$ cat src/rtl/ram_dp_sr_sw_pipe_if.sv
// Port bundle for ram_dp_sr_sw_pipe: one write port, one read port, clear and status.
interface ram_dp_sr_sw_pipe_if #(
    parameter int DATA_WIDTH = 12,
    parameter int ADDR_WIDTH = 3
);
    logic [ADDR_WIDTH-1:0] address_0;
    logic [DATA_WIDTH-1:0] data_0;
    logic                  cs_0;
    logic                  we_0;
    logic [ADDR_WIDTH-1:0] address_1;
    logic                  cs_1;
    logic                  oe_1;
    logic                  clear;
    logic [DATA_WIDTH-1:0] data_1;
    logic                  valid_1;
    logic                  busy;

    modport master (
        output address_0, data_0, cs_0, we_0, address_1, cs_1, oe_1, clear,
        input  data_1, valid_1, busy
    );

    modport slave (
        input  address_0, data_0, cs_0, we_0, address_1, cs_1, oe_1, clear,
        output data_1, valid_1, busy
    );
endinterface

$ cat src/rtl/ram_dp_sr_sw_pipe.sv
// Dual-port RAM (1 write, 1 read) with self-zeroing init sweep and pipelined registered read.
// Latency: data_1/valid_1 appear RD_LATENCY cycles after the read is presented; one read per cycle.
// Backpressure: none; while busy (init sweep) all port requests are dropped.
module ram_dp_sr_sw_pipe #(
    parameter int DATA_WIDTH = 12,
    parameter int ADDR_WIDTH = 3,
    parameter int RAM_DEPTH  = 8,
    parameter int RD_LATENCY = 1,
    parameter int BYPASS     = 1
) (
    input  logic               clk,
    input  logic               rst,
    ram_dp_sr_sw_pipe_if.slave bus
);
    typedef enum logic {INIT, READY} state_t;

    localparam logic [ADDR_WIDTH:0]   DEPTH_CMP = (ADDR_WIDTH + 1)'(RAM_DEPTH);
    localparam logic [ADDR_WIDTH-1:0] LAST_PTR  = ADDR_WIDTH'(RAM_DEPTH - 1);

    state_t                state, state_nxt;
    logic [ADDR_WIDTH-1:0] ptr, ptr_nxt;
    logic [DATA_WIDTH-1:0] mem [RAM_DEPTH];

    logic                  wr_in_range, rd_in_range;
    logic                  wr_en, rd_en;
    logic [DATA_WIDTH-1:0] rd_dat;
    logic                  s1_vld;
    logic [DATA_WIDTH-1:0] s1_dat;

    assign wr_in_range = {1'b0, bus.address_0} < DEPTH_CMP;
    assign rd_in_range = {1'b0, bus.address_1} < DEPTH_CMP;
    assign wr_en       = (state == READY) && bus.cs_0 && bus.we_0 && wr_in_range;
    assign rd_en       = (state == READY) && bus.cs_1 && bus.oe_1;
    assign bus.busy    = (state == INIT);

    always_ff @(posedge clk) begin
        if (rst) begin
            state <= INIT;
            ptr   <= '0;
        end else begin
            state <= state_nxt;
            ptr   <= ptr_nxt;
        end
    end

    always_comb begin
        state_nxt = state;
        ptr_nxt   = ptr;
        case (state)
            INIT: begin
                if (ptr == LAST_PTR) begin
                    state_nxt = READY;
                    ptr_nxt   = '0;
                end else begin
                    ptr_nxt = ptr + 1'b1;
                end
            end
            READY: begin
                if (bus.clear) begin
                    state_nxt = INIT;
                    ptr_nxt   = '0;
                end
            end
            default: state_nxt = INIT;
        endcase
    end

    // The sweep owns the array while busy; user writes only land in READY.
    always_ff @(posedge clk) begin
        if (!rst) begin
            if (state == INIT) begin
                mem[ptr] <= '0;
            end else if (wr_en) begin
                mem[bus.address_0] <= bus.data_0;
            end
        end
    end

    always_comb begin
        rd_dat = '0;
        if (rd_in_range) begin
            if (BYPASS != 0 && wr_en && bus.address_0 == bus.address_1) begin
                rd_dat = bus.data_0;
            end else begin
                rd_dat = mem[bus.address_1];
            end
        end
    end

    // Data is zeroed alongside valid so data_1 reads 0 whenever nothing completes.
    always_ff @(posedge clk) begin
        if (rst) begin
            s1_vld <= 1'b0;
            s1_dat <= '0;
        end else begin
            s1_vld <= rd_en;
            s1_dat <= rd_en ? rd_dat : '0;
        end
    end

    generate
        if (RD_LATENCY == 2) begin : g_lat2
            logic                  s2_vld;
            logic [DATA_WIDTH-1:0] s2_dat;

            always_ff @(posedge clk) begin
                if (rst) begin
                    s2_vld <= 1'b0;
                    s2_dat <= '0;
                end else begin
                    s2_vld <= s1_vld;
                    s2_dat <= s1_dat;
                end
            end

            assign bus.valid_1 = s2_vld;
            assign bus.data_1  = s2_dat;
        end else begin : g_lat1
            assign bus.valid_1 = s1_vld;
            assign bus.data_1  = s1_dat;
        end
    endgenerate
endmodule

$ cat src/flat_wrapper.sv
// flat-port wrapper written by rule: the top's interface ports become plain ports
module ram_dp_sr_sw_pipe_flat 
#(
    parameter int DATA_WIDTH = 12,
    parameter int ADDR_WIDTH = 3,
    parameter int RAM_DEPTH  = 8,
    parameter int RD_LATENCY = 1,
    parameter int BYPASS     = 1
)
  (clk, rst, bus_address_0, bus_data_0, bus_cs_0, bus_we_0, bus_address_1, bus_cs_1, bus_oe_1, bus_clear, bus_data_1, bus_valid_1, bus_busy);
  ram_dp_sr_sw_pipe_if #(.DATA_WIDTH(DATA_WIDTH), .ADDR_WIDTH(ADDR_WIDTH)) bus_i ();
  input  logic clk;
  input  logic rst;
  input wire logic [$bits(bus_i.address_0)-1:0] bus_address_0;
  input wire logic [$bits(bus_i.data_0)-1:0] bus_data_0;
  input wire logic [$bits(bus_i.cs_0)-1:0] bus_cs_0;
  input wire logic [$bits(bus_i.we_0)-1:0] bus_we_0;
  input wire logic [$bits(bus_i.address_1)-1:0] bus_address_1;
  input wire logic [$bits(bus_i.cs_1)-1:0] bus_cs_1;
  input wire logic [$bits(bus_i.oe_1)-1:0] bus_oe_1;
  input wire logic [$bits(bus_i.clear)-1:0] bus_clear;
  output wire logic [$bits(bus_i.data_1)-1:0] bus_data_1;
  output wire logic [$bits(bus_i.valid_1)-1:0] bus_valid_1;
  output wire logic [$bits(bus_i.busy)-1:0] bus_busy;
  assign bus_i.address_0 = bus_address_0;
  assign bus_i.data_0 = bus_data_0;
  assign bus_i.cs_0 = bus_cs_0;
  assign bus_i.we_0 = bus_we_0;
  assign bus_i.address_1 = bus_address_1;
  assign bus_i.cs_1 = bus_cs_1;
  assign bus_i.oe_1 = bus_oe_1;
  assign bus_i.clear = bus_clear;
  assign bus_data_1 = bus_i.data_1;
  assign bus_valid_1 = bus_i.valid_1;
  assign bus_busy = bus_i.busy;
  ram_dp_sr_sw_pipe #(.DATA_WIDTH(DATA_WIDTH), .ADDR_WIDTH(ADDR_WIDTH), .RAM_DEPTH(RAM_DEPTH), .RD_LATENCY(RD_LATENCY), .BYPASS(BYPASS)) u_core (.clk(clk), .rst(rst), .bus(bus_i));
endmodule
$ cat config.mk
export PLATFORM = sky130hd
export DESIGN_NAME = ram_dp_sr_sw_pipe_flat
export DESIGN_NICKNAME = d
export VERILOG_FILES = /design/src/rtl/ram_dp_sr_sw_pipe_if.sv /design/src/rtl/ram_dp_sr_sw_pipe.sv /design/src/flat_wrapper.sv
export SDC_FILE = /design/constraint.sdc
export NUM_CORES = 1
export LEC_CHECK = 0
export ABC_AREA = 1
export BUFFER_PORTS_ARGS = -buffer_cell sky130_fd_sc_hd__buf_2
export CAP_MARGIN = 20
export CORE_ASPECT_RATIO = 0.7
export CORE_MARGIN = 4
export CORE_UTILIZATION = 50
export DETAILED_ROUTE_END_ITERATION = 6
export PLACE_DENSITY = 0.68
export RECOVER_POWER = 100
export REMOVE_ABC_BUFFERS = 1
export SYNTH_ARGS = -nofsm -noshare
export SYNTH_HDL_FRONTEND = slang
export SYNTH_SLANG_ARGS = --single-unit
$ cat constraint.sdc
create_clock -name clk -period 3.5 [get_ports clk]
set_clock_uncertainty 0.05 [all_clocks]
set_input_delay 0.35 -clock clk [delete_from_list [all_inputs] [get_ports clk]]
set_output_delay 0.35 -clock clk [all_outputs]
set_load 0.02 [all_outputs]
Yosys cells after proc, flatten, opt, wreduce, memory -nomap -nowiden
Memory sizes are Yosys's and may differ from the RTL's. A register that Yosys moved wholly into a read port is not among the register bits. Index checks and enable logic that the tools add are counted.

Register bits: 5. RAM bits: 96. Bits of input ports: 25. Output and inout bits: 14. Logic and storage cells: 31. Memories: 1.

Add/sub/neg operators: 1. Equality and inequality tests: 2. Multiplexer cells: 16. Bitwise logic cells: 2. Reductions and logical operators: 6.

Memory list: u_core.mem (words 8, bits a word 12, rd ports 1, clocked after Yosys merged registers in 1, write ports 1, line ram_dp_sr_sw_pipe.sv:22) `logic [DATA_WIDTH-1:0] mem [RAM_DEPTH];`.

Operators with widths (count): 2-to-1 mux 12 bit (1); OR reduction 12 bit (1); 2-to-1 mux 1 bit (10); 2-to-1 mux 3 bit (3); one-hot mux 3 bit (2 select lines) (1); logical AND 1 bit (4); adder 3 x 1 -> 3 bit, second input constant (1); == test 3 bit, second input constant (1); != test 2 bit, second input constant (1); inverter 1 bit (2); one-hot mux 1 bit (2 select lines) (1); OR reduction 2 bit (1).

Depth between registers and ports, before layout
Gate-level depths: netlist of run 1.

Depth in word-level cells: 8. Mapped depth: 11. Mapped depth without buffers: 10.

Worst setup path before layout of run 1
OpenSTA, ideal clock, no wires.

Path type: flip-flop to flip-flop. From: reg u_core.state. To: mem u_core.mem[2][0], enable pin. Library setup time: 0.380 ns. Arrival time: 1.484 ns. Required time: 3.070 ns. Setup slack: 1.586 ns. Stages on the path, launching flop included: 9. Buffers on the path: 0. Clock period less this slack: 1.914 ns. Path through: dfxtp_1 inv_2 nor2_4 nand2_4 nand2_1 nand2_1 inv_1 nand2_1 nor2_1.

Longest elaborated chain between the ends: 8. Elaborated cells on any way between the ends: 12. Classes of those cells: mux (9); reduce/logical (3).

Ends and longest elaborated chain: from (decl) (line ram_dp_sr_sw_pipe.sv:20) `state_t state, state_nxt;`; from (signal assigned) (line ram_dp_sr_sw_pipe.sv:41) `state <= state_nxt;`; logical AND 1 bit (2 in a row) (line ram_dp_sr_sw_pipe.sv:32) `assign wr_en = (state == READY) && bus.cs_0 && bus.we_0 && wr_in_range;`; 2-to-1 mux 1 bit (line ram_dp_sr_sw_pipe.sv:73) `end else if (wr_en) begin`; 2-to-1 mux 1 bit (line ram_dp_sr_sw_pipe.sv:71) `if (state == INIT) begin`; 2-to-1 mux 1 bit (line ram_dp_sr_sw_pipe.sv:70) `if (!rst) begin`; 2-to-1 mux 1 bit (not written as such) (line ram_dp_sr_sw_pipe.sv:74) `mem[bus.address_0] <= bus.data_0;`; OR reduction 12 bit (no source line); 2-to-1 mux 3 bit (no source line) or 2-to-1 mux 1 bit (tied branches); to (decl) (line ram_dp_sr_sw_pipe.sv:22).

Parallel ways exist; a longest one is shown, timed or not.

Worst setup path after layout of run 1
From: reg u_core.state. To: mem u_core.mem[6][11], enable pin.

The elaborated chain is that of the path after synthesis.

==> results of run 1 <==
## final cells by class
cell class	instances	area [um2]
timing repair buffer	50	229
inverter	26	97.6
clock buffer	25	475
tap	124	155
sequential	113	3220
clock inverter	7	60.1
multi-input combinational	300	1350
fill	804	3630
## per-stage QoR
stage	hold slack (ns)	cell area, um2	util (%)	total power (W)
2_1_floorplan	0.369	4680	-	0.00163
3_3_place_gp	0.535	5120	55.6	0.00171
3_5_place_dp	0.535	5120	55.6	0.00171
4_1_cts	0.159	5660	61.4	0.00324
5_1_grt	0.133	5590	60.6	0.00335
6_report	0.140	5590	60.6	0.00322
## logic make-up (layout without fill, tap and decap cells)
kind of cell    Yosys count  count (layout)  synth area share, %
simple gates            280             280                 25.9
compound gates           18              18                 1.98
flops                   113             113                 67.0
buf+inv                  49             108                 4.66
fa+ha+maj                 2               2                0.520
## flip-flops by register name, indices dropped and copies added, names as in the netlist
register	cells
u_core.bus.data_1	12
u_core.ptr	3
u_core.state	1
u_core.mem	96
u_core.bus.valid_1	1
## worst paths after layout
kind,from,end,slack (ns)
max,u_core.state,u_core.mem[6][11],0.92
min,rst,u_core.ptr[2],0.14
max reg2reg,u_core.state,u_core.mem[6][11],0.92
min reg2reg,u_core.ptr[2],u_core.ptr[2],0.54
## per-layer routing
layer	part of all wire, %	GRT usage (%)	routed length (um)
met5	0	0	0
met4	1.0	6.05	108
met3	7.0	7.05	744
met2	47	31.4	5060
met1	45	26.9	4770
## Yosys cell counts, drive strengths merged
cell type / number / share of area (%)
nand2: 157 / 13
o21ai: 1 / 0.10
or2: 3 / 0.39
buf: 16 / 2.1
dfxtp: 17 / 7.1
nor2: 26 / 2.8
ha: 2 / 0.52
inv: 26 / 2.0
clkbuf: 7 / 0.55
edfxtp: 96 / 60
o211a: 1 / 0.21
a21oi: 16 / 1.7
nand3: 94 / 9.9
## power by group
part,internal (W),switching [W],total (W)
Combinational,0.0000565,0.000135,0.000191
Clock,0.00100,0.000542,0.00154
Sequential,0.00148,0.00000926,0.00149
Total,0.00254,0.000686,0.00322
## worst max-delay path, stage by stage (launching register included)
cell	delay, ns
dfxtp_1	0.34
inv_1	0.11
nor2_1	0.29
nand2_4	0.12
nand2_1	0.10
nand3_1	0.15
nor2_1	0.41
clkbuf_1	0.63
==> metrics.txt, run 1 <==
per-cell routed wire length 16.6 um; sequential area share after synthesis 67.0%; Final period util 73.6%; core area 9220 um2; total gr overflow 0; status completed; Setup TNS 0 ns; port bufs 38; critical path class flip-flop to flip-flop; fmax 388 MHz; Reg clk slew, reported paths 0.05 ns; unrepaired setup endpoints after global routing false; relative slew slack 34.1%; Mapped Area 4810 um2; largest net degree at the start of global routing 50; initial antenna violation count 0; Yosys warnings 0; RePlAce Congestion 0.822; fin cells 645; CP startpoint kind flip-flop; drt drc 0; die area 11,300 um2; commonest cells after routing, fill and taps aside 153 x nand2_1, 96 x edfxtp_1, 94 x nand3_1; worst r2r path cells 7; First-pass DRT Iterations 5; vias in the first global route 3,288; Iter 0 DRT Violations 254; I/O pin count 39; commonest non-fill, non-tap cell in the layout nand2_1; CP Capture Type flip-flop; Seq cells post-synth 113; hold depth 2; Area growth, synth to finish 16.1%; vias 3,420; Slew Viols, Final 0; GRT Util Overall 20.2%; vias per inst 5.30; share of cells above drive strength 1 12.5%; starting density of the core 52.2%; Least-Margin Pin Slew 0.989 ns; postcts setup bufs 0; Crit Path Max Fanout 9; Final Hold Viols 0; Sink Count 113; distinct cell type count after synthesis 20; DRT antenna net count 0; chip height 90.1 um; CTS tree built; peak supply drop 0.402 mV; Max Cap Violations 0; detailed-placement wirelength estimate 6610 um; crit path DAT 2.56 ns; Clock Tree Buf Depth 2; clk root buf clkbuf_16; placed cells 613; syn avg cell area 10.4 um2; TritonCTS Buffers 17; Worst-Skew Late Latency 0.41 ns; DP Worst Slack 1.16 ns; Gate Count Post-Synth 462; Pwr Density 577 nW/um2; WP data required 3.48 ns; htree depth 4; ant diodes 0; final setup fails 0; first-pass GRT wire length 17,300 um; row cnt 29; cts hold-fix bufs 0; total wire length 10,700 um; Hold Crit Class input port to flip-flop; minimum clock period 2.58 ns; die width 125 um; fin nets 535; post_cts resized 0; LEAKAGE 2.28 nW; setup ws final 0.924 ns
Power figures use the tool's default switching activity.
==> run 2, diff against run 1 <==
--- a/config.mk
+++ b/config.mk
@@ -5,14 +5,14 @@
 export SDC_FILE = /design/constraint.sdc
 export NUM_CORES = 1
 export LEC_CHECK = 0
-export ABC_AREA = 1
+export ABC_AREA = 0
 export BUFFER_PORTS_ARGS = -buffer_cell sky130_fd_sc_hd__buf_2
 export CAP_MARGIN = 20
 export CORE_ASPECT_RATIO = 0.7
 export CORE_MARGIN = 4
 export CORE_UTILIZATION = 50
 export DETAILED_ROUTE_END_ITERATION = 6
-export PLACE_DENSITY = 0.68
+export PLACE_DENSITY = 0.69
 export RECOVER_POWER = 100
 export REMOVE_ABC_BUFFERS = 1
 export SYNTH_ARGS = -nofsm -noshare
==> constraint.sdc (replaced) <==
create_clock -name clk -period 2.58 [get_ports clk]
set_clock_uncertainty 0.05 [all_clocks]
set_input_delay 0.258 -clock clk [delete_from_list [all_inputs] [get_ports clk]]
set_output_delay 0.258 -clock clk [all_outputs]
set_load 0.02 [all_outputs]
==> run 2 against run 1 <==
  * First-iteration DRC count rose by 12%
  * Cell area is 0.54% lower
  * Power up 37%
==> metrics.txt, run 2 <==
status completed; CTS tree built; die width 123 um (-1.6%); crit path DAT 2.37 ns (-0.19 ns); total wire length 9870 um (-7.7%); CP Capture Type flip-flop; syn avg cell area 15.0 um2 (+44%); Placed Area 5060 um2 (-1.1%); Post-synth EDFFs 96 (unchanged); vias in the first global route 2,717 (-17%); CP peak stage delay 0.60 ns (-0.03 ns); Least-Margin Pin Slew 1.08 ns (+0.0891 ns); port bufs 38 (unchanged); Gate Count Post-Synth 310 (-33%); initial antenna violation count 0 (unchanged); largest net degree at the start of global routing 28 (-44%); WP data required 2.57 ns (-0.91 ns); drt drc 0 (unchanged); First-pass DRT Iterations 5 (unchanged); TritonCTS Buffers 17 (unchanged); starting density of the core 51.2% (-0.96 points); commonest cells after routing, fill and taps aside 96 x edfxtp_1, 60 x mux2i_1, 28 x clkbuf_1; detailed-placement wirelength estimate 6280 um (-5.0%); critical path class flip-flop to flip-flop; relative slew slack 28.1% (-5.9 points); ant diodes 0 (unchanged); Largest register FFs 96 (unchanged); I/O pin count 39 (unchanged); WP buf/inv 1 (-1); per-cell routed wire length 19.3 um (+17%); Hold Crit Class input port to flip-flop; Yosys top cell area share 62.0% (+2.1 points); DRT antenna net count 0 (unchanged); crit-path cells and4b_4 > a31oi_1 > nor2_1 > clkbuf_1; minimum clock period 2.39 ns (-0.190 ns); chip height 88.7 um (-1.6%); total gr overflow 0 (unchanged); unrepaired setup endpoints after global routing false; Final Hold Viols 0 (unchanged); fmax 419 MHz (+7.9%); final setup fails 0 (unchanged); Post-synth top flop edfxtp_1; DP Worst Slack 0.360 ns (-0.804 ns); row cnt 29 (unchanged); Yosys warnings 0 (unchanged); synth top area cells edfxtp_1 62%, mux2i_1 13%, dfxtp_1 7.3%, a22oi_1 3.9%, and2_1 1.9%; area leader, netlist edfxtp_1; Seq cells post-synth 113 (unchanged); core area 9070 um2 (-1.6%); sequential area share after synthesis 69.3% (+2.3 points); commonest non-fill, non-tap cell in the layout edfxtp_1; htree depth 4 (unchanged); Final period util 92.5% (+19 points); vias per inst 5.38 (+1.5%); Sink Count 113 (unchanged); Area growth, synth to finish 19.5%; asr flop ratio synth 0% (unchanged); placed cells 477 (-22%); LEAKAGE 1.91 nW (-16%); Crit Path Max Fanout 23 (+14); distinct cell type count after synthesis 35 (+75%); setup ws final 0.194 ns (-0.730 ns); Worst-Skew Late Latency 0.41 ns (about the same); clk root buf clkbuf_16; Reg clk slew, reported paths 0.05 ns (about the same); Mapped Area 4650 um2 (-3.4%); GRT Util Overall 20.3% (+0.15 points); die area 10,900 um2 (-3.1%); fin nets 400 (-25%); Max Cap Violations 0 (unchanged); Final Cell Area 5560 um2 (-0.54%); CP startpoint kind flip-flop; vias 2,745 (-20%); Clock Tree Buf Depth 2 (unchanged); Pwr Density 796 nW/um2 (+38%); most frequent cells after synthesis 96 x edfxtp_1, 60 x mux2i_1, 24 x a22oi_1, 18 x nand2_1, 17 x dfxtp_1; most frequent cell after synthesis edfxtp_1; largest register by flop count u_core.mem; Slew Viols, Final 0 (unchanged); CP max stage cell clkbuf_1; RePlAce Congestion 0.762 (-7.3%); first-pass GRT wire length 15,500 um (-10%); Setup TNS 0 ns (unchanged); fin cells 510 (-21%); critical path's top delay family simple AND/OR/NAND/NOR gates; peak supply drop 0.711 mV (+77%); Iter 0 DRT Violations 284 (+12%); share of cells above drive strength 1 16.6% (+4.1 points)
[run 2: cell types whose count changed after synthesis, sizes merged, moves of 4 or more]
cell,previous run,this run
nand3,94,15
nor2,26,11
mux2i,0,60
a31oi,0,4
and2,0,14
nor2b,0,4
nand2,157,18
buf,16,10
inv,26,5
a21oi,16,2
a22oi,0,25
[run 2: final timing paths]
check	depth (start not counted)	end	slack [ns]	startpoint
max	4	u_core.mem[2][7]	0.19	u_core.state
min	2	u_core.state	0.08	rst
max reg2reg	4	u_core.mem[2][7]	0.19	u_core.state
min reg2reg	2	u_core.ptr[2]	0.57	u_core.ptr[2]
[run 2: power breakdown]
part / leakage [nW] / total [W] / internal, W / switching (W)
Combinational: 0.682 / 0.000220 / 0.0000861 / 0.000134
Sequential: 0.957 / 0.00204 / 0.00202 / 0.0000204
Clock: 0.269 / 0.00216 / 0.00140 / 0.000768
Total: 1.91 / 0.00442 / 0.00350 / 0.000923
[run 2: logic make-up (layout without fill, tap and decap cells)]
kind of cell    after synthesis  in the layout  synth area share [%]
mux                          60             60                  12.9
buf+inv                      22             98                  2.45
fa+ha+maj                     2              2                 0.538
flops                       113            113                  69.3
simple gates                 72             72                  8.02
compound gates               39             39                  6.35
xor+xnor                      2              2                 0.377
[run 2: per-stage QoR]
stage / total power, W / util [%] / hold slack (ns)
floorplan: 0.00218 / - / 0.277
global placement: 0.00229 / 55.8 / 0.407
detailed placement: 0.00230 / 55.8 / 0.415
CTS: 0.00445 / 62.0 / 0.0602
global route: 0.00458 / 61.3 / 0.0891
finish: 0.00442 / 61.3 / 0.0790
[run 2: cell type report]
class                           count  area (um2)
Clock buffer                       19         433
Clock inverter                     13         120
Fill cell                         746        3510
Inverter                            5        18.8
Multi-Input combinational cell    175        1310
Sequential cell                   113        3220
Tap cell                          124         155
Timing Repair Buffer               61         295
[run 2: per-layer routing]
metal  wire length, um  track usage (%)  vias up  share of wire [%]
met1              4670             27.9     1331                 47
met5                 0                0        -                  0
met2              4480             30.2       82                 45
met3               543             5.43       14                5.5
li1                  -                -     1318                  -
met4               175             10.3        0                1.8
[run 2: timing repair]
item                                   4_1_cts  5_1_grt
endpoints found under the hold margin        1        0
hold buffers                                 1        0
setup buffers                                0        0
gates resized for setup                      0        0
